$ cat src/rtl/dmem_pkg.sv
// dmem_pkg: shared definitions for the data-memory arbiter.
//   - write-size codes carried on the *_we / mem_we buses
//   - arbiter FSM state encoding
//   - owner ids for the two requesting ports
package dmem_pkg;

  localparam logic [1:0] NO_WRITE   = 2'b00;
  localparam logic [1:0] WORD_WRITE = 2'b01;
  localparam logic [1:0] HALF_WRITE = 2'b10;
  localparam logic [1:0] BYTE_WRITE = 2'b11;

  typedef enum logic [1:0] {
    IDLE   = 2'b00,
    ACCESS = 2'b01,
    RESP   = 2'b10
  } state_t;

  localparam logic OWN_C = 1'b0;
  localparam logic OWN_D = 1'b1;

endpackage

$ cat src/rtl/dmem_align_chk.sv
// dmem_align_chk: combinational legality check for one memory access.
// Ports:
//   we    in  2   write-size code (00 read, 01 word, 10 half, 11 byte)
//   addr  in  AW  byte address
//   err   out 1   access is misaligned for its size or beyond DEPTH_WORDS
module dmem_align_chk
  import dmem_pkg::*;
#(
  parameter int AW          = 32,
  parameter int DEPTH_WORDS = 64
) (
  input  logic [1:0]    we,
  input  logic [AW-1:0] addr,
  output logic          err
);

  logic misalign_s;
  logic range_s;

  // Alignment requirement depends on the access size; reads are word sized.
  always_comb begin
    misalign_s = 1'b0;
    case (we)
      NO_WRITE:   misalign_s = (addr[1:0] != 2'b00);
      WORD_WRITE: misalign_s = (addr[1:0] != 2'b00);
      HALF_WRITE: misalign_s = addr[0];
      BYTE_WRITE: misalign_s = 1'b0;
      default:    misalign_s = 1'b1;
    endcase
  end

  assign range_s = (addr[AW-1:2] >= (AW-2)'(DEPTH_WORDS));
  assign err     = misalign_s | range_s;

endmodule

$ cat src/rtl/dmem_arbiter.sv
// dmem_arbiter: shares a single-port data memory between the core MEM stage
// (port C) and a debug/loader port (port D). One access in flight at a time:
// grant in cycle N, memory access in N+1, one-cycle response pulse in N+2.
// Misaligned or out-of-range accesses never write memory and read back 0.
// Ports:
//   clk, reset                      clock, async active-high reset
//   c_req/c_we/c_addr/c_wdata       core request (held until c_gnt)
//   c_gnt/c_rvalid/c_rdata/c_err    core grant and response
//   d_*                             same set for the debug/loader port
//   mem_addr/mem_wdata/mem_we       drive to data memory (mem_we 00 = no write)
//   mem_rdata                       combinational read word from data memory
// Build option: DMEM_ARB_RR_EN selects round-robin arbitration; when it is
// undefined the core port has fixed priority.
module dmem_arbiter
  import dmem_pkg::*;
#(
  parameter int AW          = 32,
  parameter int DW          = 32,
  parameter int DEPTH_WORDS = 64
) (
  input  logic          clk,
  input  logic          reset,
  input  logic          c_req,
  input  logic [1:0]    c_we,
  input  logic [AW-1:0] c_addr,
  input  logic [DW-1:0] c_wdata,
  output logic          c_gnt,
  output logic          c_rvalid,
  output logic [DW-1:0] c_rdata,
  output logic          c_err,
  input  logic          d_req,
  input  logic [1:0]    d_we,
  input  logic [AW-1:0] d_addr,
  input  logic [DW-1:0] d_wdata,
  output logic          d_gnt,
  output logic          d_rvalid,
  output logic [DW-1:0] d_rdata,
  output logic          d_err,
  output logic [AW-1:0] mem_addr,
  output logic [DW-1:0] mem_wdata,
  output logic [1:0]    mem_we,
  input  logic [DW-1:0] mem_rdata
);

  state_t        state_r, state_s;
  logic          can_gnt_s, c_win_s, d_win_s, any_gnt_s;
  logic [1:0]    sel_we_s;
  logic [AW-1:0] sel_addr_s;
  logic [DW-1:0] sel_wdata_s;
  logic          sel_err_s;
  logic          owner_r, err_r;
  logic [AW-1:0] addr_r;
  logic [DW-1:0] wdata_r;
  logic [1:0]    mem_we_r;
  logic [DW-1:0] resp_data_s;
  logic          c_rvalid_r, d_rvalid_r, c_err_r, d_err_r;
  logic [DW-1:0] c_rdata_r, d_rdata_r;

  // Reset also masks grants so every output reads 0 while it is held.
  assign can_gnt_s = ~reset & ((state_r == IDLE) | (state_r == RESP));

`ifdef DMEM_ARB_RR_EN
  logic prio_r;  // port that wins the next tie

  // Tie-break by pointer; a lone requester always wins.
  always_comb begin
    c_win_s = 1'b0;
    d_win_s = 1'b0;
    if (c_req && d_req) begin
      c_win_s = (prio_r == OWN_C);
      d_win_s = (prio_r == OWN_D);
    end else begin
      c_win_s = c_req;
      d_win_s = d_req;
    end
  end

  // Hand tie priority to the port that was not just granted.
  always_ff @(posedge clk or posedge reset) begin
    if (reset) begin
      prio_r <= OWN_C;
    end else if (c_gnt) begin
      prio_r <= OWN_D;
    end else if (d_gnt) begin
      prio_r <= OWN_C;
    end else begin
      prio_r <= prio_r;
    end
  end
`else
  // Fixed priority: the core always beats the debug port.
  always_comb begin
    c_win_s = c_req;
    d_win_s = d_req & ~c_req;
  end
`endif

  assign c_gnt     = can_gnt_s & c_win_s;
  assign d_gnt     = can_gnt_s & d_win_s;
  assign any_gnt_s = c_gnt | d_gnt;

  assign sel_we_s    = d_gnt ? d_we    : c_we;
  assign sel_addr_s  = d_gnt ? d_addr  : c_addr;
  assign sel_wdata_s = d_gnt ? d_wdata : c_wdata;

  dmem_align_chk #(
    .AW          (AW),
    .DEPTH_WORDS (DEPTH_WORDS)
  ) u_align_chk (
    .we   (sel_we_s),
    .addr (sel_addr_s),
    .err  (sel_err_s)
  );

  // FSM state register.
  always_ff @(posedge clk or posedge reset) begin
    if (reset) begin
      state_r <= IDLE;
    end else begin
      state_r <= state_s;
    end
  end

  // Next state: ACCESS always lasts one cycle; RESP may overlap a new grant.
  always_comb begin
    state_s = state_r;
    case (state_r)
      IDLE:    state_s = any_gnt_s ? ACCESS : IDLE;
      ACCESS:  state_s = RESP;
      RESP:    state_s = any_gnt_s ? ACCESS : IDLE;
      default: state_s = IDLE;
    endcase
  end

  // Latch the winning request. addr/wdata double as the memory drive, so they
  // naturally hold their last values outside ACCESS. The write strobe is only
  // set for the single ACCESS cycle and is suppressed for illegal accesses.
  always_ff @(posedge clk or posedge reset) begin
    if (reset) begin
      owner_r  <= OWN_C;
      addr_r   <= {AW{1'b0}};
      wdata_r  <= {DW{1'b0}};
      err_r    <= 1'b0;
      mem_we_r <= NO_WRITE;
    end else if (any_gnt_s) begin
      owner_r  <= d_gnt ? OWN_D : OWN_C;
      addr_r   <= sel_addr_s;
      wdata_r  <= sel_wdata_s;
      err_r    <= sel_err_s;
      mem_we_r <= sel_err_s ? NO_WRITE : sel_we_s;
    end else begin
      mem_we_r <= NO_WRITE;
    end
  end

  assign resp_data_s = err_r ? {DW{1'b0}} : mem_rdata;

  // Capture the memory result at the end of ACCESS into the owner's response.
  always_ff @(posedge clk or posedge reset) begin
    if (reset) begin
      c_rvalid_r <= 1'b0;
      c_rdata_r  <= {DW{1'b0}};
      c_err_r    <= 1'b0;
      d_rvalid_r <= 1'b0;
      d_rdata_r  <= {DW{1'b0}};
      d_err_r    <= 1'b0;
    end else if (state_r == ACCESS) begin
      c_rvalid_r <= (owner_r == OWN_C);
      c_rdata_r  <= (owner_r == OWN_C) ? resp_data_s : {DW{1'b0}};
      c_err_r    <= (owner_r == OWN_C) & err_r;
      d_rvalid_r <= (owner_r == OWN_D);
      d_rdata_r  <= (owner_r == OWN_D) ? resp_data_s : {DW{1'b0}};
      d_err_r    <= (owner_r == OWN_D) & err_r;
    end else begin
      c_rvalid_r <= 1'b0;
      c_rdata_r  <= {DW{1'b0}};
      c_err_r    <= 1'b0;
      d_rvalid_r <= 1'b0;
      d_rdata_r  <= {DW{1'b0}};
      d_err_r    <= 1'b0;
    end
  end

  assign c_rvalid  = c_rvalid_r;
  assign c_rdata   = c_rdata_r;
  assign c_err     = c_err_r;
  assign d_rvalid  = d_rvalid_r;
  assign d_rdata   = d_rdata_r;
  assign d_err     = d_err_r;
  assign mem_addr  = addr_r;
  assign mem_wdata = wdata_r;
  assign mem_we    = mem_we_r;

endmodule
$ cat config.mk
export PLATFORM = sky130hd
export DESIGN_NAME = dmem_arbiter
export DESIGN_NICKNAME = d
export VERILOG_FILES = /design/src/rtl/dmem_pkg.sv /design/src/rtl/dmem_align_chk.sv /design/src/rtl/dmem_arbiter.sv
export SDC_FILE = /design/constraint.sdc
export NUM_CORES = 1
export LEC_CHECK = 0
export ABC_AREA = 1
export CORE_ASPECT_RATIO = 1.25
export CORE_MARGIN = 2
export CORE_UTILIZATION = 42
export DETAILED_ROUTE_END_ITERATION = 8
export MAX_ROUTING_LAYER = met4
export PLACE_DENSITY = 0.92
export SLEW_MARGIN = 20
export SYNTH_ARGS = -nofsm -noshare
export SYNTH_HDL_FRONTEND = slang
export SYNTH_SLANG_ARGS = --single-unit
$ cat constraint.sdc
create_clock -name clk -period 9.22 [get_ports clk]
set_input_delay 1.844 -clock clk [delete_from_list [all_inputs] [get_ports clk]]
set_output_delay 1.844 -clock clk [all_outputs]
set_load 0.02 [all_outputs]
==> results of run 1 <==
[layer usage]
metal,wire length (microns),up-vias,track usage [%]
li1,-,2577,-
met1,6640,2539,28.8
met2,9400,241,43.3
met3,1200,36,6.16
met4,537,0,9.40
met5,0,-,-
[power groups by stage]
stage                     sequential (mW)  combinational [mW]  clock [mW]
after floorplan                     0.756              0.0964           0
after detailed placement            0.696               0.364           0
final                               0.688               0.364       0.693
after global placement              0.695               0.357           0
after global routing                0.692               0.390       0.736
after CTS                           0.687               0.365       0.703
[how the worst max path moves through the flow]
stage | startpoint | to | slack, ns
floorplan | reset | c_err | 3.68
global placement | reset | d_gnt | 2.34
detailed placement | reset | d_gnt | 2.27
CTS | reset | d_gnt | 2.27
global route | reset | d_gnt | 2.09
finish | reset | d_gnt | 2.26
[final cells by class]
| type | instances | area (sq um) | area share (%) |
|---|---|---|---|
| flip-flops and latches | 138 | 3450 | 36.9 |
| repair buffers | 306 | 3080 | 32.8 |
| multi-input cells | 428 | 1880 | 20.0 |
| clock buffers | 17 | 425 | 4.54 |
| well taps | 171 | 214 | 2.28 |
| clock inverters | 15 | 180 | 1.92 |
| inverters | 37 | 144 | 1.54 |
[through the flow]
step                      hold slack, ns  power, mW  utilization, %  setup WS, ns
after floorplan                    0.388      0.853               -          3.68
after global placement             0.397       1.05            66.3          2.34
after detailed placement           0.412       1.06            66.3          2.27
after CTS                          0.419       1.76            70.9          2.27
after global routing               0.434       1.82            71.1          2.09
final                              0.416       1.75            71.1          2.26
[kinds of logic after synthesis]
logic type,Yosys count
compound gates,97
buf+inv,74
flops,138
simple gates,331
[registers in the layout, summed over array words and instances (netlist names)]
register,count
owner_r,1
err_r,1
d_rvalid,1
c_rdata,32
c_err,1
c_rvalid,1
mem_wdata,32
d_err,1
d_rdata,32
state_r,2
mem_addr,32
mem_we,2
[cells in the mapped netlist]
master / number
nor2_1: 123
buf_2: 8
dfrtp_1: 138
nand2_4: 1
nor2_4: 2
clkbuf_1: 15
o31ai_1: 6
clkinv_1: 1
nor2_2: 2
nor3b_1: 1
o21ai_1: 14
o21ai_2: 1
buf_4: 1
a21oi_1: 1
nand3b_1: 22
inv_1: 34
nand3_1: 5
o21a_1: 1
nand2_1: 175
buf_1: 8
buf_6: 5
o21ai_0: 74
inv_2: 2
==> flow_metrics.py, run 1 <==
metrics = {
    "finish": {
        "nets": 1096,
        "final_common_cell": "clkdlybuf4s50_1",
        "design_area_sq_um": 9370,
        "drive_above_1_share_pct": 4.78,
        "most-common-layout-cells": "303 x clkdlybuf4s50_1, 175 x nand2_1, 138 x dfrtp_1, 123 x nor2_1, 74 x o21ai_0",
        "diodes": 0,
        "stdcell_count": 1112,
        "fill_cells": 955,
        "area_delta_synth_final_pct": 65.8,
    },
    "global_route": {
        "gr-total-overflow": 0,
        "grt_pass1_wl_microns": 27200,
        "grt.total_usage_pct": 25.4,
        "first_global_vias": 5335,
        "antenna_found_initial": 0,
        "grt_max_degree": 94,
    },
    "clock_network": {
        "clkLatencyLatePin_ns": 0.41,
        "post-cts-setup-buffer-count": 0,
        "cts-resized-gates": 0,
        "cts.sink_count": 138,
        "ctsHoldBuffers": 0,
        "cts_buffer_depth": 2,
        "cts_tree": "built",
        "clkTransAtPathRegs_ns": 0.06,
        "cts_made_buffers": 17,
        "root_buffer": "clkbuf_16",
        "cts.htree.levels": 4,
    },
    "sta": {
        "worst_pin_slew_ns": 1.08,
        "finalMaxSlewViolations": 0,
        "fin_tns_setup_ns": 0,
        "hold_violations": 0,
        "finalCriticalPeriod_ns": 6.96,
        "finalCritPeriodShare_pct": 75.4,
        "max_freq_ghz": 0.144,
        "rsz0062_at_grt": "false",
        "timing.slew.headroom_pct": 28.1,
        "finalSetupViolations": 0,
        "skew_ns": 0.0116,
    },
    "synth": {
        "synth_area_per_cell_sq_um": 8.83,
        "synth_fa_ha_area_share_pct": 0,
        "synth_area_sq_um": 5650,
        "synth_top_family_by_area": "simple AND/OR/NAND/NOR gates",
        "synth_top_cell_area_share_pct": 61.1,
        "synth_seq_cells": 138,
        "ys_types": 23,
        "yosys.area_share.simple_pct": 24.1,
        "syn_inst": 640,
        "yosys_warnings": 0,
        "synth_xor_area_share_pct": 0,
        "synth_nets": 808,
        "yosysTopAreaCell": "dfrtp_1",
        "synthMuxAreaShare_pct": 0,
        "yosys-top-cells-area": "dfrtp_1 61%, nand2_1 12%, nor2_1 8.2%",
        "seq_area_frac_synth_pct": 61.1,
        "synth-compound-area-share_pct": 8.97,
    },
    "die": {
        "die_h_microns": 134,
        "coreArea_sq_um": 13200,
        "ioPinCount": 304,
        "die_w_microns": 108,
        "start_util_pct": 42.9,
        "dieArea_sq_um": 14400,
        "rows": 47,
    },
    "power_and_ir_drop": {
        "comb_power_share_pct": 20.9,
        "vdd_ir_drop_max_v": 0.000101,
        "p_switching_mw": 0.497,
        "seqPwrFrac_pct": 39.4,
        "switching_share_pct": 28.5,
        "p_clk_share_pct": 39.7,
        "powerDensity_nw_per_um2": 186,
        "internal_power_mw": 1.25,
        "leakage_nw": 4.18,
    },
    "worst_setup_path": {
        "rr_worst_depth": 10,
        "cp-start-kind": "primary input",
        "crit_family": "buffers and inverters",
        "path_common_cell": "clkdlybuf4s50_1",
        "crit_chain": "clkdlybuf4s50_1 > nor2_4 > nand2_4 > inv_2 > clkdlybuf4s50_1",
        "criticalPathCategory": "primary input to output port",
        "rr_endpoint": "mem_we[0]",
        "r2r-start": "state_r[0]",
        "r2r_setup_slack_ns": 6.26,
        "cp_max_fo": 68,
        "end_kind": "output port",
        "worst_ep_required_time_ns": 7.38,
        "cp_num_cells": 5,
        "crit_buf_inv": 3,
        "crit_arrival_ns": 5.11,
        "crit_slowest_cell": "inv_2",
        "cp_slowest_stage_delay_ns": 0.75,
    },
    "worst_hold_path": {
        "worstHoldStart": "state_r[1]",
        "min_to": "state_r[1]",
        "hold_path.class": "flip-flop to flip-flop",
        "hold_depth": 1,
    },
    "run": {
        "maxCapViolCount": 0,
    },
    "placed_design": {
        "place_congestion": 0.873,
        "dp_cells": 1079,
        "dp_hpwl_microns": 12700,
        "io_buffers": 303,
        "place_area_sq_um": 8740,
    },
    "detailed_routing": {
        "vias": 5393,
        "drc": 0,
        "vias_per_cell": 4.85,
        "dr.pass1.iters": 5,
        "wl_per_cell_microns": 16.0,
        "wl_microns": 17800,
        "dr.first_iter.drc_count": 284,
        "ant_nets": 0,
    },
    "run_status": {
        "status": "complete, no violations",
    },
}
Power figures use the tool's default switching activity.
==> run 2, diff against run 1 <==
--- a/config.mk
+++ b/config.mk
@@ -8,10 +8,10 @@
 export ABC_AREA = 1
 export CORE_ASPECT_RATIO = 1.25
 export CORE_MARGIN = 2
-export CORE_UTILIZATION = 42
+export CORE_UTILIZATION = 39
 export DETAILED_ROUTE_END_ITERATION = 8
 export MAX_ROUTING_LAYER = met4
-export PLACE_DENSITY = 0.92
+export PLACE_DENSITY = 0.87
 export SLEW_MARGIN = 20
 export SYNTH_ARGS = -nofsm -noshare
 export SYNTH_HDL_FRONTEND = slang
==> constraint.sdc (replaced) <==
create_clock -name clk -period 6.6 [get_ports clk]
set_input_delay 1.32 -clock clk [delete_from_list [all_inputs] [get_ports clk]]
set_output_delay 1.32 -clock clk [all_outputs]
set_load 0.02 [all_outputs]
==> flow_metrics.py, run 2 (synthesis results as in run 1) <==
metrics = {
    "worst_setup_path": {
        "crit_family": "buffers and inverters",
        "worst_ep_required_time_ns": 5.28,
        "crit_slowest_cell": "clkdlybuf4s50_1",
        "cp_max_fo": 41,
        "end_kind": "output port",
        "rr_worst_depth": 12,
        "cp-start-kind": "primary input",
        "criticalPathCategory": "primary input to output port",
        "cp_slowest_stage_delay_ns": 0.69,
        "cp_num_cells": 6,
        "crit_chain": "clkdlybuf4s50_1 > nor2_4 > nand2_4 > inv_2 > buf_4 > clkdlybuf4s50_1",
        "crit_arrival_ns": 3.66,
        "crit_buf_inv": 4,
        "path_common_cell": "clkdlybuf4s50_1",
    },
    "global_route": {
        "antenna_found_initial": 0,
        "grt_pass1_wl_microns": 27800,
        "first_global_vias": 5400,
        "grt.total_usage_pct": 23.3,
        "gr-total-overflow": 0,
        "grt_max_degree": 94,
    },
    "clock_network": {
        "ctsHoldBuffers": 0,
        "cts_tree": "built",
        "root_buffer": "clkbuf_16",
        "cts_buffer_depth": 2,
        "cts-resized-gates": 0,
        "clkTransAtPathRegs_ns": 0.06,
        "clkLatencyLatePin_ns": 0.41,
        "cts.sink_count": 138,
        "cts_made_buffers": 17,
        "post-cts-setup-buffer-count": 0,
        "cts.htree.levels": 4,
    },
    "placed_design": {
        "place_congestion": 0.859,
        "io_buffers": 303,
        "dp_hpwl_microns": 12400,
        "place_area_sq_um": 8770,
    },
    "worst_hold_path": {
        "hold_depth": 1,
        "hold_path.class": "flip-flop to flip-flop",
    },
    "detailed_routing": {
        "wl_per_cell_microns": 15.6,
        "drc": 0,
        "dr.first_iter.drc_count": 335,
        "ant_nets": 0,
        "dr.pass1.iters": 4,
        "vias_per_cell": 4.78,
        "vias": 5359,
        "wl_microns": 17500,
    },
    "sta": {
        "skew_ns": 0.0129,
        "timing.slew.headroom_pct": 29.4,
        "finalSetupViolations": 0,
        "hold_violations": 0,
        "finalMaxSlewViolations": 0,
        "worst_pin_slew_ns": 1.05,
        "rsz0062_at_grt": "false",
        "whs_ns": 0.408,
        "finalCriticalPeriod_ns": 4.98,
        "finalCritPeriodShare_pct": 75.4,
        "fin_tns_setup_ns": 0,
        "max_freq_ghz": 0.201,
    },
    "power_and_ir_drop": {
        "leakage_nw": 4.17,
        "powerDensity_nw_per_um2": 257,
        "vdd_ir_drop_max_v": 0.000164,
    },
    "run_status": {
        "status": "complete, no violations",
    },
    "die": {
        "coreArea_sq_um": 14300,
        "ioPinCount": 304,
        "die_w_microns": 112,
        "start_util_pct": 39.6,
        "dieArea_sq_um": 15500,
        "rows": 49,
        "die_h_microns": 139,
    },
    "finish": {
        "drive_above_1_share_pct": 4.88,
        "area_delta_synth_final_pct": 65.4,
        "final_common_cell": "clkdlybuf4s50_1",
        "diodes": 0,
        "design_area_sq_um": 9350,
        "nets": 1098,
        "most-common-layout-cells": "303 x clkdlybuf4s50_1, 175 x nand2_1, 138 x dfrtp_1, 123 x nor2_1, 74 x o21ai_0",
    },
    "run": {
        "maxCapViolCount": 0,
    },
}
run 2: cell count changes in the layout (fill, tap and decap cells not counted):
cell / delta
buf_4: +3
inv_8: -2
bufinv_16: -1
inv_2: -1
buf_16: -1
inv_1: -2
clkinv_4: +1
clkinv_1: +3
inv_6: +2
run 2: path summary, 6_finish.rpt:
check,start,to,slack [ns]
min in group asynchronous,reset,d_rdata[21],1.64
min,state_r[1],state_r[1],0.41
min reg2reg,state_r[1],state_r[1],0.41
max,c_req,d_gnt,1.62
max reg2reg,state_r[0],mem_we[1],4.39
max in group asynchronous,reset,d_rdata[27],3.86
run 2: cell type report:
type	instances	area (sq um)
inverter	37	144
clock inverter	15	154
fill	1159	4940
tap	178	223
timing repair buffer	308	3070
sequential	138	3450
multi-input combinational	428	1880
clock buffer	17	425
run 2: stage by stage:
step / instances / util, % / power [mW] / setup slack (ns)
after floorplan: 640 / - / 1.19 / 1.58
after global placement: 1089 / 61.4 / 1.47 / 1.64
after detailed placement: 1089 / 61.4 / 1.48 / 1.63
after CTS: 1121 / 65.4 / 2.43 / 1.62
after global routing: 1121 / 65.4 / 2.51 / 1.44
final: 1121 / 65.4 / 2.40 / 1.62
run 2: routing by layer:
layer | wire (microns) | part of all wire, % | track usage [%]
met4 | 553 | 3.2 | 9.03
met2 | 8960 | 51 | 39.2
met1 | 6940 | 40 | 27.4
met3 | 992 | 5.7 | 5.07
met5 | 0 | 0 | -
run 2: worst reg2reg max path, cell delays in order, from the launching register on:
cell and delay, ns:
dfrtp_1 0.42, nor2_4 0.05, buf_4 0.23, nand2_4 0.11, buf_4 0.54, nand2_1 0.13
nand2_1 0.12, nand2_1 0.06, nor2_1 0.10, nand2_1 0.09, nor2_2 0.12, nand2_1 0.07
nor2_1 0.09
run 2: power breakdown:
part	internal, mW	switching (mW)
clock network	0.534	0.403
logic	0.252	0.254
registers	0.918	0.0417
==> RTL change: new RTL, config.mk and constraints of run 1 <==
Re-encode `state_t` (3 states) as one-hot, 3 bits wide.
--- a/src/rtl/dmem_pkg.sv
+++ b/src/rtl/dmem_pkg.sv
@@ -9,10 +9,10 @@
   localparam logic [1:0] HALF_WRITE = 2'b10;
   localparam logic [1:0] BYTE_WRITE = 2'b11;
 
-  typedef enum logic [1:0] {
-    IDLE   = 2'b00,
-    ACCESS = 2'b01,
-    RESP   = 2'b10
+  typedef enum logic [2:0] {
+    IDLE   = 3'b001,
+    ACCESS = 3'b010,
+    RESP   = 3'b100
   } state_t;
 
   localparam logic OWN_C = 1'b0;
Formal check against the unedited RTL: same outputs for any inputs over 10 cycles, from zero or initial values and one cycle with reset high; not proved beyond that.
==> RTL change against run 1 <==
Cell area decreased by 0.19%. Wire length shrank 3.9%. Sequential power increased by 16%. Total power rose by 22%. Worst setup slack better by 850 ps. Synthesized area rose by 0.62%. Core utilization fell by 0.45 points. Clock power fell by 8.4%. Sequential cell count increased by 1. Critical endpoint unchanged.
==> RTL change: results (changes against run 1) <==
[outcome]
status = finished clean

[critical_path]
timing.critical_path.from_type = primary input
slowest_stage = sky130_fd_sc_hd__clkdlybuf4s50_1
critPathMaxFanout = 67  ; -1.5%
worstPathArrival_ps = 4260  ; -850 ps
critical-path-top-delay-family = buffers and inverters
critPathMaxStageDelay_ps = 720  ; -30 ps

[placed_design]
io_buffer_count = 303  ; unchanged
gp_congestion = 0.8602  ; -1.5%
detailed_place_hpwl_mm = 12.48  ; -2.1%
dpl.cell_count = 1094  ; +1.4%

[detailed_routing]
avgRoutedWirePerCell_um = 15.17  ; -5.1%
drt_iter0_drc = 302  ; +6.3%
viasPerCell = 4.816  ; -0.69%
wirelength_routed_mm = 17.08  ; -3.9%
drt_pre_antenna_iters = 4  ; -1

[global_routing]
grt_pass1_vias = 5499  ; +3.1%
antenna_violations_before_repair = 0  ; unchanged
grt_util_all_layers = 0.2480  ; -0.005887
grt_max_degree = 79  ; -16%
first_pass_grt_wire_length_mm = 26.99  ; -0.79%

[logic_synthesis]
syn_avg_cell_area_um2 = 8.695  ; -1.5%
synth.yosys.seq_area_share = 0.6119  ; +0.0008562
synthArstFlopShare = 1.000  ; unchanged
synth_nets = 822  ; +1.7%
top_post_synthesis_cells_by_count = sky130_fd_sc_hd__nand2_1 (173), sky130_fd_sc_hd__dfrtp_1 (138), sky130_fd_sc_hd__nor2_1 (123), sky130_fd_sc_hd__inv_1 (47), sky130_fd_sc_hd__o21ai_0 (45)
synth.lib_cells_used.distinct = 24  ; +4.3%
synth.top_cells.by_area = sky130_fd_sc_hd__dfrtp_1 (61%), sky130_fd_sc_hd__nand2_1 (11%), sky130_fd_sc_hd__nor2_1 (8.1%)

[power]
netSwitchingPower_uw = 714.4  ; +44%
max_ir_drop_vdd_v = 0.0001482  ; +46%
p_leak_nw = 4.190  ; +0.14%

[timing]
fin_skew_ps = 8.608  ; -3.035 ps
worst-slew-pin-transition_ps = 1073  ; -5.083 ps

[layout]
final_layout_size_suffix_gt1_frac = 0.05131  ; +0.003487
antennaDiodeCount = 0  ; unchanged
fillCellCount = 980  ; +2.6%

[clock_network]
cts_resized = 0  ; unchanged
clock_pin_slew_on_the_worst_setup_and_hold_paths_ps = 60  ; about the same
worst_skew_pair.late_latency_ps = 410  ; about the same
clock_tree.htree_level_count = 4  ; unchanged
cts_buffers = 17  ; unchanged
cts_buffer_depth = 2  ; unchanged
cts.repair_timing.setup_buffer_count = 0  ; unchanged

[worst_hold_path]
worst_hold_path_type = reg -> reg

-- RTL change: cell count changes in the layout (fill, tap and decap cells not counted), moves of 3 or more --
cell	delta
sky130_fd_sc_hd__a31oi_1	+8
sky130_fd_sc_hd__clkinvlp_4	+3
sky130_fd_sc_hd__inv_1	+13
sky130_fd_sc_hd__nand3_1	+11
sky130_fd_sc_hd__nand3b_1	-15
sky130_fd_sc_hd__o21ai_0	-29
sky130_fd_sc_hd__o21ai_1	+29
sky130_fd_sc_hd__o21ai_2	+4
sky130_fd_sc_hd__o31ai_1	-6
-- RTL change: path summary, 6_finish.rpt --
kind,startpoint,endpoint,slack (ps),depth (start not counted)
worst min register to register,owner_r,c_rvalid,440,1
worst max-delay path,reset,d_gnt,3120,5
worst max register to register,state_r[0],mem_addr[17],5980,7
min in group asynchronous,reset,c_rdata[25],1970,2
worst min-delay path,owner_r,c_rvalid,440,1
max in group asynchronous,reset,c_rdata[15],5900,3
-- RTL change: cell families (layout without fill, tap and decap cells) --
group,count (synthesis),after routing,share of synthesized area
AND/OR/NAND/NOR,326,326,0.2315
flip-flops,139,139,0.6119
buffers and inverters,87,388,0.06205
AO/OA/AOI/OAI,102,102,0.09461
-- RTL change: through the flow --
stage	worst slack [ps]	hold slack, ps	util	cell area (um^2)
after detailed placement	3057	429.2	0.6648	8796
after CTS	3047	436.6	0.7068	9351
after global routing	2919	477.0	0.7068	9351
final	3116	436.7	0.7068	9351
after floorplan	1484	412.7	-	5687
after global placement	3094	420.1	0.6648	8796
-- RTL change: metal layers --
metal	GRT usage	part of all wire
met1	0.2784	0.38
met2	0.4298	0.51
met3	0.05637	0.071
met4	0.09046	0.032
met5	-	0
-- RTL change: cell type report --
type	instances	area, um^2	area share
Inverter	50	192.7	0.02060
Tap cell	171	214.0	0.02288
Clock buffer	18	429.2	0.04589
Multi-Input combinational cell	428	1854	0.1983
Clock inverter	14	126.4	0.01351
Timing Repair Buffer	306	3055	0.3267
Sequential cell	139	3480	0.3721
-- RTL change: power groups by stage --
stage / Combinational (mW) / Sequential, mW / Clock (mW)
final: 0.692 / 0.799 / 0.635
after CTS: 0.698 / 0.799 / 0.646
after floorplan: 0.178 / 0.947 / 0
after global routing: 0.742 / 0.812 / 0.675
after global placement: 0.684 / 0.802 / 0
after detailed placement: 0.694 / 0.807 / 0
